**src/rtl/max_pulse_sched_pkg.sv**
```systemverilog
`default_nettype none
// ============================================================================
//  Package  : max_pulse_sched_pkg
//  Purpose  : Shared types and helpers for the two-channel max/pulse
//             scheduler: FSM state codes, channel ids and the round-robin
//             grant decision.
//  Revision : 1.0  initial release
// ============================================================================
package max_pulse_sched_pkg;

  // STAR encoding; code 2'd3 is unused and recovered to IDLE by the FSM.
  typedef enum logic [1:0] {
    ST_IDLE  = 2'd0,
    ST_ACK   = 2'd1,
    ST_PULSE = 2'd2
  } state_e;

  typedef enum logic {
    CH_A = 1'b0,
    CH_B = 1'b1
  } chan_e;

  // Round-robin pick. `last` is the channel served most recently; on a
  // simultaneous request the other channel wins. Only meaningful when at
  // least one request is present.
  function automatic chan_e rr_pick(input logic req_a,
                                    input logic req_b,
                                    input chan_e last);
    chan_e pick;
    if (req_a && req_b) begin
      pick = (last == CH_A) ? CH_B : CH_A;
    end else if (req_b) begin
      pick = CH_B;
    end else begin
      pick = CH_A;
    end
    return pick;
  endfunction

endpackage
`default_nettype wire

```
**src/rtl/max_unit.sv**
```systemverilog
`default_nettype none
// ============================================================================
//  Module   : max_unit
//  Purpose  : Combinational unsigned maximum of two N-bit operands.
//             Ties return x.
//  Revision : 1.0  initial release
//  Ports    : x   in  N  operand x
//             y   in  N  operand y
//             max out N  (x < y) ? y : x
// ============================================================================
module max_unit #(
  parameter int unsigned N = 8
) (
  input  logic [N-1:0] x,
  input  logic [N-1:0] y,
  output logic [N-1:0] max
);

  localparam logic [N:0] ONE_W = {{N{1'b0}}, 1'b1};

  logic carry;
  logic borrow;

  // x - y computed as x + ~y + 1 on N+1 bits; the carry out is 1 when
  // x >= y, so its inverse is the borrow that flags x < y.
  assign carry  = |(({1'b0, x} + {1'b0, ~y} + ONE_W) >> N);
  assign borrow = ~carry;
  assign max    = borrow ? y : x;

endmodule
`default_nettype wire

```
**src/rtl/max_pulse_sched.sv**
```systemverilog
`default_nettype none
// ============================================================================
//  Module   : max_pulse_sched
//  Purpose  : Two-channel round-robin scheduler sharing one unsigned max
//             comparator and one pulse output. A granted channel's
//             max(x,y) is latched and then `out` is driven high for exactly
//             that many clock periods.
//  Revision : 1.0  initial release
//  Ports    : clock   in   1  system clock, posedge active
//             reset_  in   1  asynchronous active-low reset
//             dav_a_  in   1  channel A data valid, active-low
//             rfd_a   out  1  channel A ready-for-data
//             xa, ya  in   N  channel A operands
//             dav_b_  in   1  channel B data valid, active-low
//             rfd_b   out  1  channel B ready-for-data
//             xb, yb  in   N  channel B operands
//             out     out  1  pulse output
//             chan    out  1  owner of current/last transaction (0=A, 1=B)
// ============================================================================
module max_pulse_sched
  import max_pulse_sched_pkg::*;
#(
  parameter int unsigned N = 8
) (
  input  logic         clock,
  input  logic         reset_,
  input  logic         dav_a_,
  output logic         rfd_a,
  input  logic [N-1:0] xa,
  input  logic [N-1:0] ya,
  input  logic         dav_b_,
  output logic         rfd_b,
  input  logic [N-1:0] xb,
  input  logic [N-1:0] yb,
  output logic         out,
  output logic         chan
);

  localparam logic [N-1:0] ONE_N = {{(N-1){1'b0}}, 1'b1};

  state_e       star_q;
  logic [N-1:0] count_q;
  logic         rfd_a_q;
  logic         rfd_b_q;
  logic         out_q;
  chan_e        chan_q;
  chan_e        ptr_q;

  logic         req_a;
  logic         req_b;
  chan_e        gnt;
  logic [N-1:0] op_x;
  logic [N-1:0] op_y;
  logic [N-1:0] max_val;
  logic         own_dav_n;

  assign req_a = ~dav_a_;
  assign req_b = ~dav_b_;
  assign gnt   = rr_pick(req_a, req_b, ptr_q);

  // Operand mux ahead of the single comparator so COUNT is loaded in the
  // same edge that issues the grant.
  assign op_x = (gnt == CH_B) ? xb : xa;
  assign op_y = (gnt == CH_B) ? yb : ya;

  max_unit #(.N(N)) u_max (
    .x   (op_x),
    .y   (op_y),
    .max (max_val)
  );

  // Data-valid of whichever channel currently owns the transaction.
  assign own_dav_n = (chan_q == CH_B) ? dav_b_ : dav_a_;

  always_ff @(posedge clock or negedge reset_) begin
    if (!reset_) begin
      star_q  <= ST_IDLE;
      count_q <= '0;
      rfd_a_q <= 1'b1;
      rfd_b_q <= 1'b1;
      out_q   <= 1'b0;
      chan_q  <= CH_A;
      ptr_q   <= CH_A;
    end else begin
      case (star_q)
        ST_IDLE: begin
          rfd_a_q <= 1'b1;
          rfd_b_q <= 1'b1;
          out_q   <= 1'b0;
          if (req_a || req_b) begin
            count_q <= max_val;
            chan_q  <= gnt;
            ptr_q   <= gnt;
            if (gnt == CH_A) begin
              rfd_a_q <= 1'b0;
            end else begin
              rfd_b_q <= 1'b0;
            end
            star_q <= ST_ACK;
          end
        end

        ST_ACK: begin
          // Producer must drop its valid before anything is emitted.
          if (own_dav_n) begin
            if (count_q == '0) begin
              if (chan_q == CH_A) begin
                rfd_a_q <= 1'b1;
              end else begin
                rfd_b_q <= 1'b1;
              end
              star_q <= ST_IDLE;
            end else begin
              out_q  <= 1'b1;
              star_q <= ST_PULSE;
            end
          end
        end

        ST_PULSE: begin
          count_q <= count_q - ONE_N;
          // <= rather than == keeps a corrupted zero from wrapping.
          if (count_q <= ONE_N) begin
            out_q <= 1'b0;
            if (chan_q == CH_A) begin
              rfd_a_q <= 1'b1;
            end else begin
              rfd_b_q <= 1'b1;
            end
            star_q <= ST_IDLE;
          end
        end

        default: begin
          // Unused state code: drop to a clean idle on the next edge.
          out_q   <= 1'b0;
          rfd_a_q <= 1'b1;
          rfd_b_q <= 1'b1;
          star_q  <= ST_IDLE;
        end
      endcase
    end
  end

  assign rfd_a = rfd_a_q;
  assign rfd_b = rfd_b_q;
  assign out   = out_q;
  assign chan  = chan_q;

endmodule
`default_nettype wire

```
**config.mk**
```make
export PLATFORM = sky130hd
export DESIGN_NAME = max_pulse_sched
export DESIGN_NICKNAME = d
export VERILOG_FILES = /design/src/rtl/max_pulse_sched_pkg.sv /design/src/rtl/max_unit.sv /design/src/rtl/max_pulse_sched.sv
export SDC_FILE = /design/constraint.sdc
export NUM_CORES = 1
export LEC_CHECK = 0
export CAP_MARGIN = 20
export CORE_MARGIN = 2
export CORE_UTILIZATION = 48
export CTS_CLUSTER_SIZE = 12
export DETAILED_ROUTE_END_ITERATION = 8
export GPL_TIMING_DRIVEN = 0
export PLACE_DENSITY_LB_ADDON = 0.25
export SYNTH_ARGS = -nofsm -noshare
export SYNTH_HDL_FRONTEND = slang
export SYNTH_SLANG_ARGS = --single-unit
```
**constraint.sdc**
```tcl
create_clock -name clock -period 3.35 [get_ports clock]
set_input_delay 0.335 -clock clock [delete_from_list [all_inputs] [get_ports clock]]
set_output_delay 0.335 -clock clock [all_outputs]
set_load 0.02 [all_outputs]
```
Word level (Yosys, flattened, before mapping) --
Cells that the tools add are included. W data, S select, Z words.
Cells by class: order comparisons 1, eq/ne operators 7, reductions and logical operators 10, bitwise gates (word level) 3, muxes and demuxes 32, $add $sub $neg 3
Operator list (number):
- $mux W8 | 4
- $mux W1 | 19
- $pmux W8 S2 | 1
- $ne A2 B2 Y1 const B | 5
- $add A8 B8 Y9 | 1
- $add A9 B1 Y9 const B | 1
- $reduce_and A3 Y1 | 3
- $le A8 B1 Y1 const B | 1
- $logic_not A8 Y1 | 1
- $mux W2 | 4
- $not A8 Y8 | 1
- $sub A8 B1 Y8 const B | 1
- $pmux W1 S3 | 2
- $pmux W2 S3 | 1
- $reduce_and A2 Y1 | 2
- $eq A2 B1 Y1 const B | 1
- $eq A2 B2 Y1 const B | 1
- $logic_not A2 Y1 | 1
- $not A1 Y1 | 2
- $pmux W1 S2 | 1
- $reduce_bool A2 Y1 | 1
- $logic_and A1 B1 Y1 | 1
- $logic_or A1 B1 Y1 | 1
Word-level totals: output and inout bits 4, word-level logic and storage cells 62, input port bits 36, register bits after elaboration 14

Logic depth before layout (Yosys ltp) --
Gate-level depths: netlist of the first run.
depth after elaboration 10, depth in mapped cells 11, gate-level depth less buffers 9

Hierarchy --
Synthesis of the first run repeated with hierarchy kept, for this count alone.
Second synthesis, totals: cell total of the unflattened synthesis 152, area total of the unflattened synthesis 1406.3 um^2
By module, submodules not included:
- max_pulse_sched | area each 1128.6 um^2, cells each 120, seq. area each 352.8 um^2, times used 1
- max_unit | area each 277.8 um^2, cells each 32, seq. area each 0.0 um^2, times used 1

Least setup slack after synthesis of the first run --
OpenSTA, ideal clock, no wires.
path type reg-to-reg, start point register ptr_q, end point register count_q[2], path slack 0.520 ns, data arrival time 2.710 ns, buffers on the path 1, stages on the path, launching flop included 10, library setup time 0.120 ns, required time 3.230 ns, period minus slack after synthesis 2.830 ns, cell sequence dfrtp_1 -> buf_6 -> nor2b_4 -> nor2_2 -> mux2_2 -> ha_1 -> nand4_1 -> o41a_4 -> a21o_1 -> a31o_1
On the way: word-level cells in the longest chain between the ends 9, elaborated cells on any way between the ends 10, classes of those cells add/sub (2); mux (7); bitwise (1)
Ends and longest elaborated chain:
- start, declared | line max_pulse_sched.sv:47 | chan_e ptr_q;
- start signal, assigned | line max_pulse_sched.sv:93 | ptr_q <= gnt;
- $mux W1 * | line max_pulse_sched_pkg.sv:31 | pick = (last == CH_A) ? CH_B : CH_A;
- $mux W1 * | line max_pulse_sched_pkg.sv:30 | if (req_a && req_b) begin
- $mux W8 | line max_pulse_sched.sv:64 | assign op_y = (gnt == CH_B) ? yb : ya;
- $not A8 Y8 | line max_unit.sv:26 | assign carry = |(({1'b0, x} + {1'b0, ~y} + ONE_W) >> N);
- $add A8 B8 Y9 | line max_unit.sv:26
- $add A9 B1 Y9 | line max_unit.sv:26
- $mux W8 * | line max_unit.sv:28 | assign max = borrow ? y : x;
- $mux W8 * | line max_pulse_sched.sv:90 | if (req_a || req_b) begin
- $pmux W8 S2 * | line max_pulse_sched.sv:85 | case (star_q)
- end signal, assigned | line max_pulse_sched.sv:91 | count_q <= max_val;
- end signal, assigned | line max_pulse_sched.sv:121 | count_q <= count_q - ONE_N;
- end, declared | line max_pulse_sched.sv:42 | logic [N-1:0] count_q;
Mark *: on every way between the ends. The rest lies on a longest branch, timed or not. The select of a mux whose other input is x is not followed. A chain may end at the register's enable or synchronous reset.

Final worst setup path of the first run --
start point input port dav_a_, end point register count_q[7]
On the way: word-level cells in the longest chain between the ends 10, elaborated cells on any way between the ends 14, classes of those cells add/sub (2); eq/ne (1); mux (6); bitwise (2); reduce/logical (3)
Ends and longest elaborated chain:
- start, declared | line max_pulse_sched.sv:27 | input logic dav_a_,
- $not A1 Y1 * | line max_pulse_sched.sv:57 | assign req_a = ~dav_a_;
- $logic_and A1 B1 Y1 | line max_pulse_sched_pkg.sv:30
- $mux W1 | line max_pulse_sched_pkg.sv:30
- $mux W8 | line max_pulse_sched.sv:64
- $not A8 Y8 | line max_unit.sv:26
- $add A8 B8 Y9 | line max_unit.sv:26
- $add A9 B1 Y9 | line max_unit.sv:26
- $mux W8 | line max_unit.sv:28
- $mux W8 | line max_pulse_sched.sv:90
- $pmux W8 S2 | line max_pulse_sched.sv:85
Marked as above.

==> results.cfg, run 1 <==
[outcome]
run_status = finished clean

[floorplan]
die_h_um = 59.2
floorplan.initialDensity_pct = 49.1
rows = 20
core_um2 = 2980
die_x_um = 59.2
die_area_um2 = 3500
ios = 40

[timing]
finalHoldViolCount = 0
period_needed_ns = 3.08
fmax_mhz = 325
slew_headroom_pct = 58.7
fin_worst_skew_ns = 0.00431
setup_viol = 0
fin_crit_sh_pct = 92.0
slew_viol_final = 0
tightest_slew_ns = 0.618
fin_ws_ns = 0.269
rsz0062_at_grt = no

[logic_synthesis]
synth_edf_count = 0
synth-main-ff-cell = dfrtp_1
synthesis.nets = 210
ys_ff_latch = 14
synth_area_um2 = 1460
yosysWarnings = 0
synth_cell_types = 45
avgSynthCellArea_um2 = 9.08
synth_cells = 161
ys_seq_area_share_pct = 24.1
synth_async_sr_flop_share_pct = 100

[critical_path]
crit_chain = clkdlybuf4s50_1 > nor2b_4 > nor2_4 > buf_6 > mux2i_1 > ha_1 > a211o_1 > o211ai_1 > o41a_4 > nand2_1 > o311ai_0
crit_fanout = 10
worstSetupEndpointType = flip-flop
start_kind = input port
worstPathRequired_ns = 3.51
critPathSlowestCell = clkdlybuf4s50_1
crit_type = in -> reg
ff2ff_setup_slack_ns = 0.38
cp.arrival_ns = 3.24
slowest_delay_ns = 0.62

[global_route]
grt_overflow = 0
grt_use_total_pct = 22.4
grt_pass1_wl_mm = 6.12
antenna_found_initial = 0
grt_pass1_vias = 1495
grt_max_degree = 15

[placed_design]
io_buffers = 38
dpl-instance-area_um2 = 1880
preCtsSetupSlack_ns = -0.163
dpl.hpwl_mm = 3.00
gp_congestion = 0.771

[power_and_ir_drop]
total_power_mw = 1.31
p_leak_nw = 0.797
power_density_nw_per_um2 = 681
peakVddDrop_uv = 246

[cts]
cts_made_buffers = 3
htreeDepth = 1
cts-hold-fix-buffers = 0
clk_path_buf_depth = 2
clockRootBuffer = clkbuf_4
clock_sinks = 14
cts_tree = built
clk_pin_slew_ns = 0.08
clk_latency_ns = 0.28

[run]
maxCapViolCount = 0

[detailed_routing]
drc_errors = 0
dr.pass1.iters = 4
first_iter_violations = 37
vias_per_cell = 6.07
routedWlPerCell_um = 14.8
final_antenna_net_count = 0
num_vias = 1433
wl_mm = 3.49

[finish]
syn_to_final_growth_pct = 31.2
final_cell_mix = 38 x clkdlybuf4s50_1, 15 x nor2_1, 13 x ha_1
num_antenna_cells = 0
final_common_cell = clkdlybuf4s50_1
finalInstanceArea_um2 = 1920
drive_gt1_share_pct = 13.3
final_net_count = 253

[hold_path]
min-delay-path-class = in -> reg
kinds of logic after synthesis:
group	Yosys count	synth area share, %
buffers and inverters	13	5.39
DFF	14	24.1
and+or+nand+nor	51	18.7
AOI/OAI and AO/OA	53	28.4
muxes	17	12.2
adders and majority gates	13	11.1
cells in the mapped netlist, drive strengths merged, types with 2 or more instances:
cell,number,share of area [%]
a211oi,2,1.0
a21o,3,1.5
a21oi,10,3.4
a22oi,3,1.5
a31o,3,1.8
a31oi,3,1.3
buf,4,3.1
dfrtp,12,21
dfstp,2,3.6
ha,13,11
inv,9,2.3
mux2,7,5.4
mux2i,10,6.8
nand2,10,2.6
nand3,6,2.1
nand4,3,1.3
nor2,17,4.5
nor3,2,0.68
nor4,2,0.86
o211ai,4,2.1
o21ai,8,2.7
o311a,2,1.4
o311ai,3,1.8
o31ai,3,1.5
or2,2,0.86
or3,2,0.86
where the power goes:
part           switching, mW  internal, mW  leakage (nW)
Sequential            0.0855         0.261         0.165
Combinational          0.457         0.401         0.616
Clock                 0.0545        0.0461        0.0150
worst max-delay path: cells and delay by family:
kind / cells / cell delay, ns
buf+inv: 2 / 0.83
fa+ha+maj: 1 / 0.29
simple gates: 3 / 0.43
mux: 1 / 0.28
compound gates: 4 / 1.07
worst paths after layout:
path,startpoint,to,cells after the start
setup / recovery,dav_a_,count_q[7],11
setup reg to reg,ptr_q,count_q[7],11
hold / removal,dav_b_,ptr_q,2
min in group asynchronous,reset_,out,1
max in group asynchronous,reset_,ptr_q,1
hold reg to reg,out,out,1
state kept, by name, indices dropped and copies added, names as in the netlist:
| register | count |
|---|---|
| star_q | 2 |
| count_q | 8 |
| ptr_q | 1 |
| rfd_b | 1 |
| out | 1 |
| rfd_a | 1 |
metal layers:
metal	track usage, %	wire (um)	part of all wire, %	vias up
li1	-	-	-	705
met1	25.6	1420	41	678
met2	43.3	1860	53	40
met3	2.62	126	3.6	10
met4	5.84	76	2.2	0
met5	0	0	0	-
stage by stage:
stage	hold slack, ns	instances	util [%]	setup TNS (ns)
4_1_cts	0.310	236	64.1	0
5_1_grt	0.325	236	64.4	0
3_3_place_gp	0.476	232	63.2	-0.277
6_report	0.318	236	64.4	0
2_1_floorplan	0.0394	161	-	0
3_5_place_dp	0.498	232	63.2	-0.763
cell type report:
cell class                 count  area [um^2]
inverter                       9         33.8
sequential                    14          353
timing repair buffer          38          380
clock buffer                   4         26.3
buffer                         4         45.0
tap                           33         41.3
fill                         244         1060
multi-input combinational    134         1040
repair_timing:
action,CTS,global route
endpoints found under the hold margin,0,0
setup buffers,0,0
resized for setup,0,2
setup endpoints to repair,0,3
Note: power is estimated with default switching activity, not from simulation.
==> inputs of run 2 (changes only) <==
--- a/config.mk
+++ b/config.mk
@@ -8,10 +8,12 @@
 export CAP_MARGIN = 20
 export CORE_MARGIN = 2
 export CORE_UTILIZATION = 48
+export CTS_CLUSTER_DIAMETER = 100
 export CTS_CLUSTER_SIZE = 12
 export DETAILED_ROUTE_END_ITERATION = 8
 export GPL_TIMING_DRIVEN = 0
 export PLACE_DENSITY_LB_ADDON = 0.25
+export SLEW_MARGIN = 20
 export SYNTH_ARGS = -nofsm -noshare
 export SYNTH_HDL_FRONTEND = slang
 export SYNTH_SLANG_ARGS = --single-unit
==> results of run 2 <==
The final DEF is identical to that of run 1; final timing and power are the same.
==> inputs of run 3 (changes only) <==
--- a/config.mk
+++ b/config.mk
@@ -9,7 +9,7 @@
 export CORE_MARGIN = 2
 export CORE_UTILIZATION = 48
 export CTS_CLUSTER_DIAMETER = 100
-export CTS_CLUSTER_SIZE = 12
+export CTS_CLUSTER_SIZE = 8
 export DETAILED_ROUTE_END_ITERATION = 8
 export GPL_TIMING_DRIVEN = 0
 export PLACE_DENSITY_LB_ADDON = 0.25
==> results of run 3 <==
The final DEF is identical to that of run 1; final timing and power are the same.
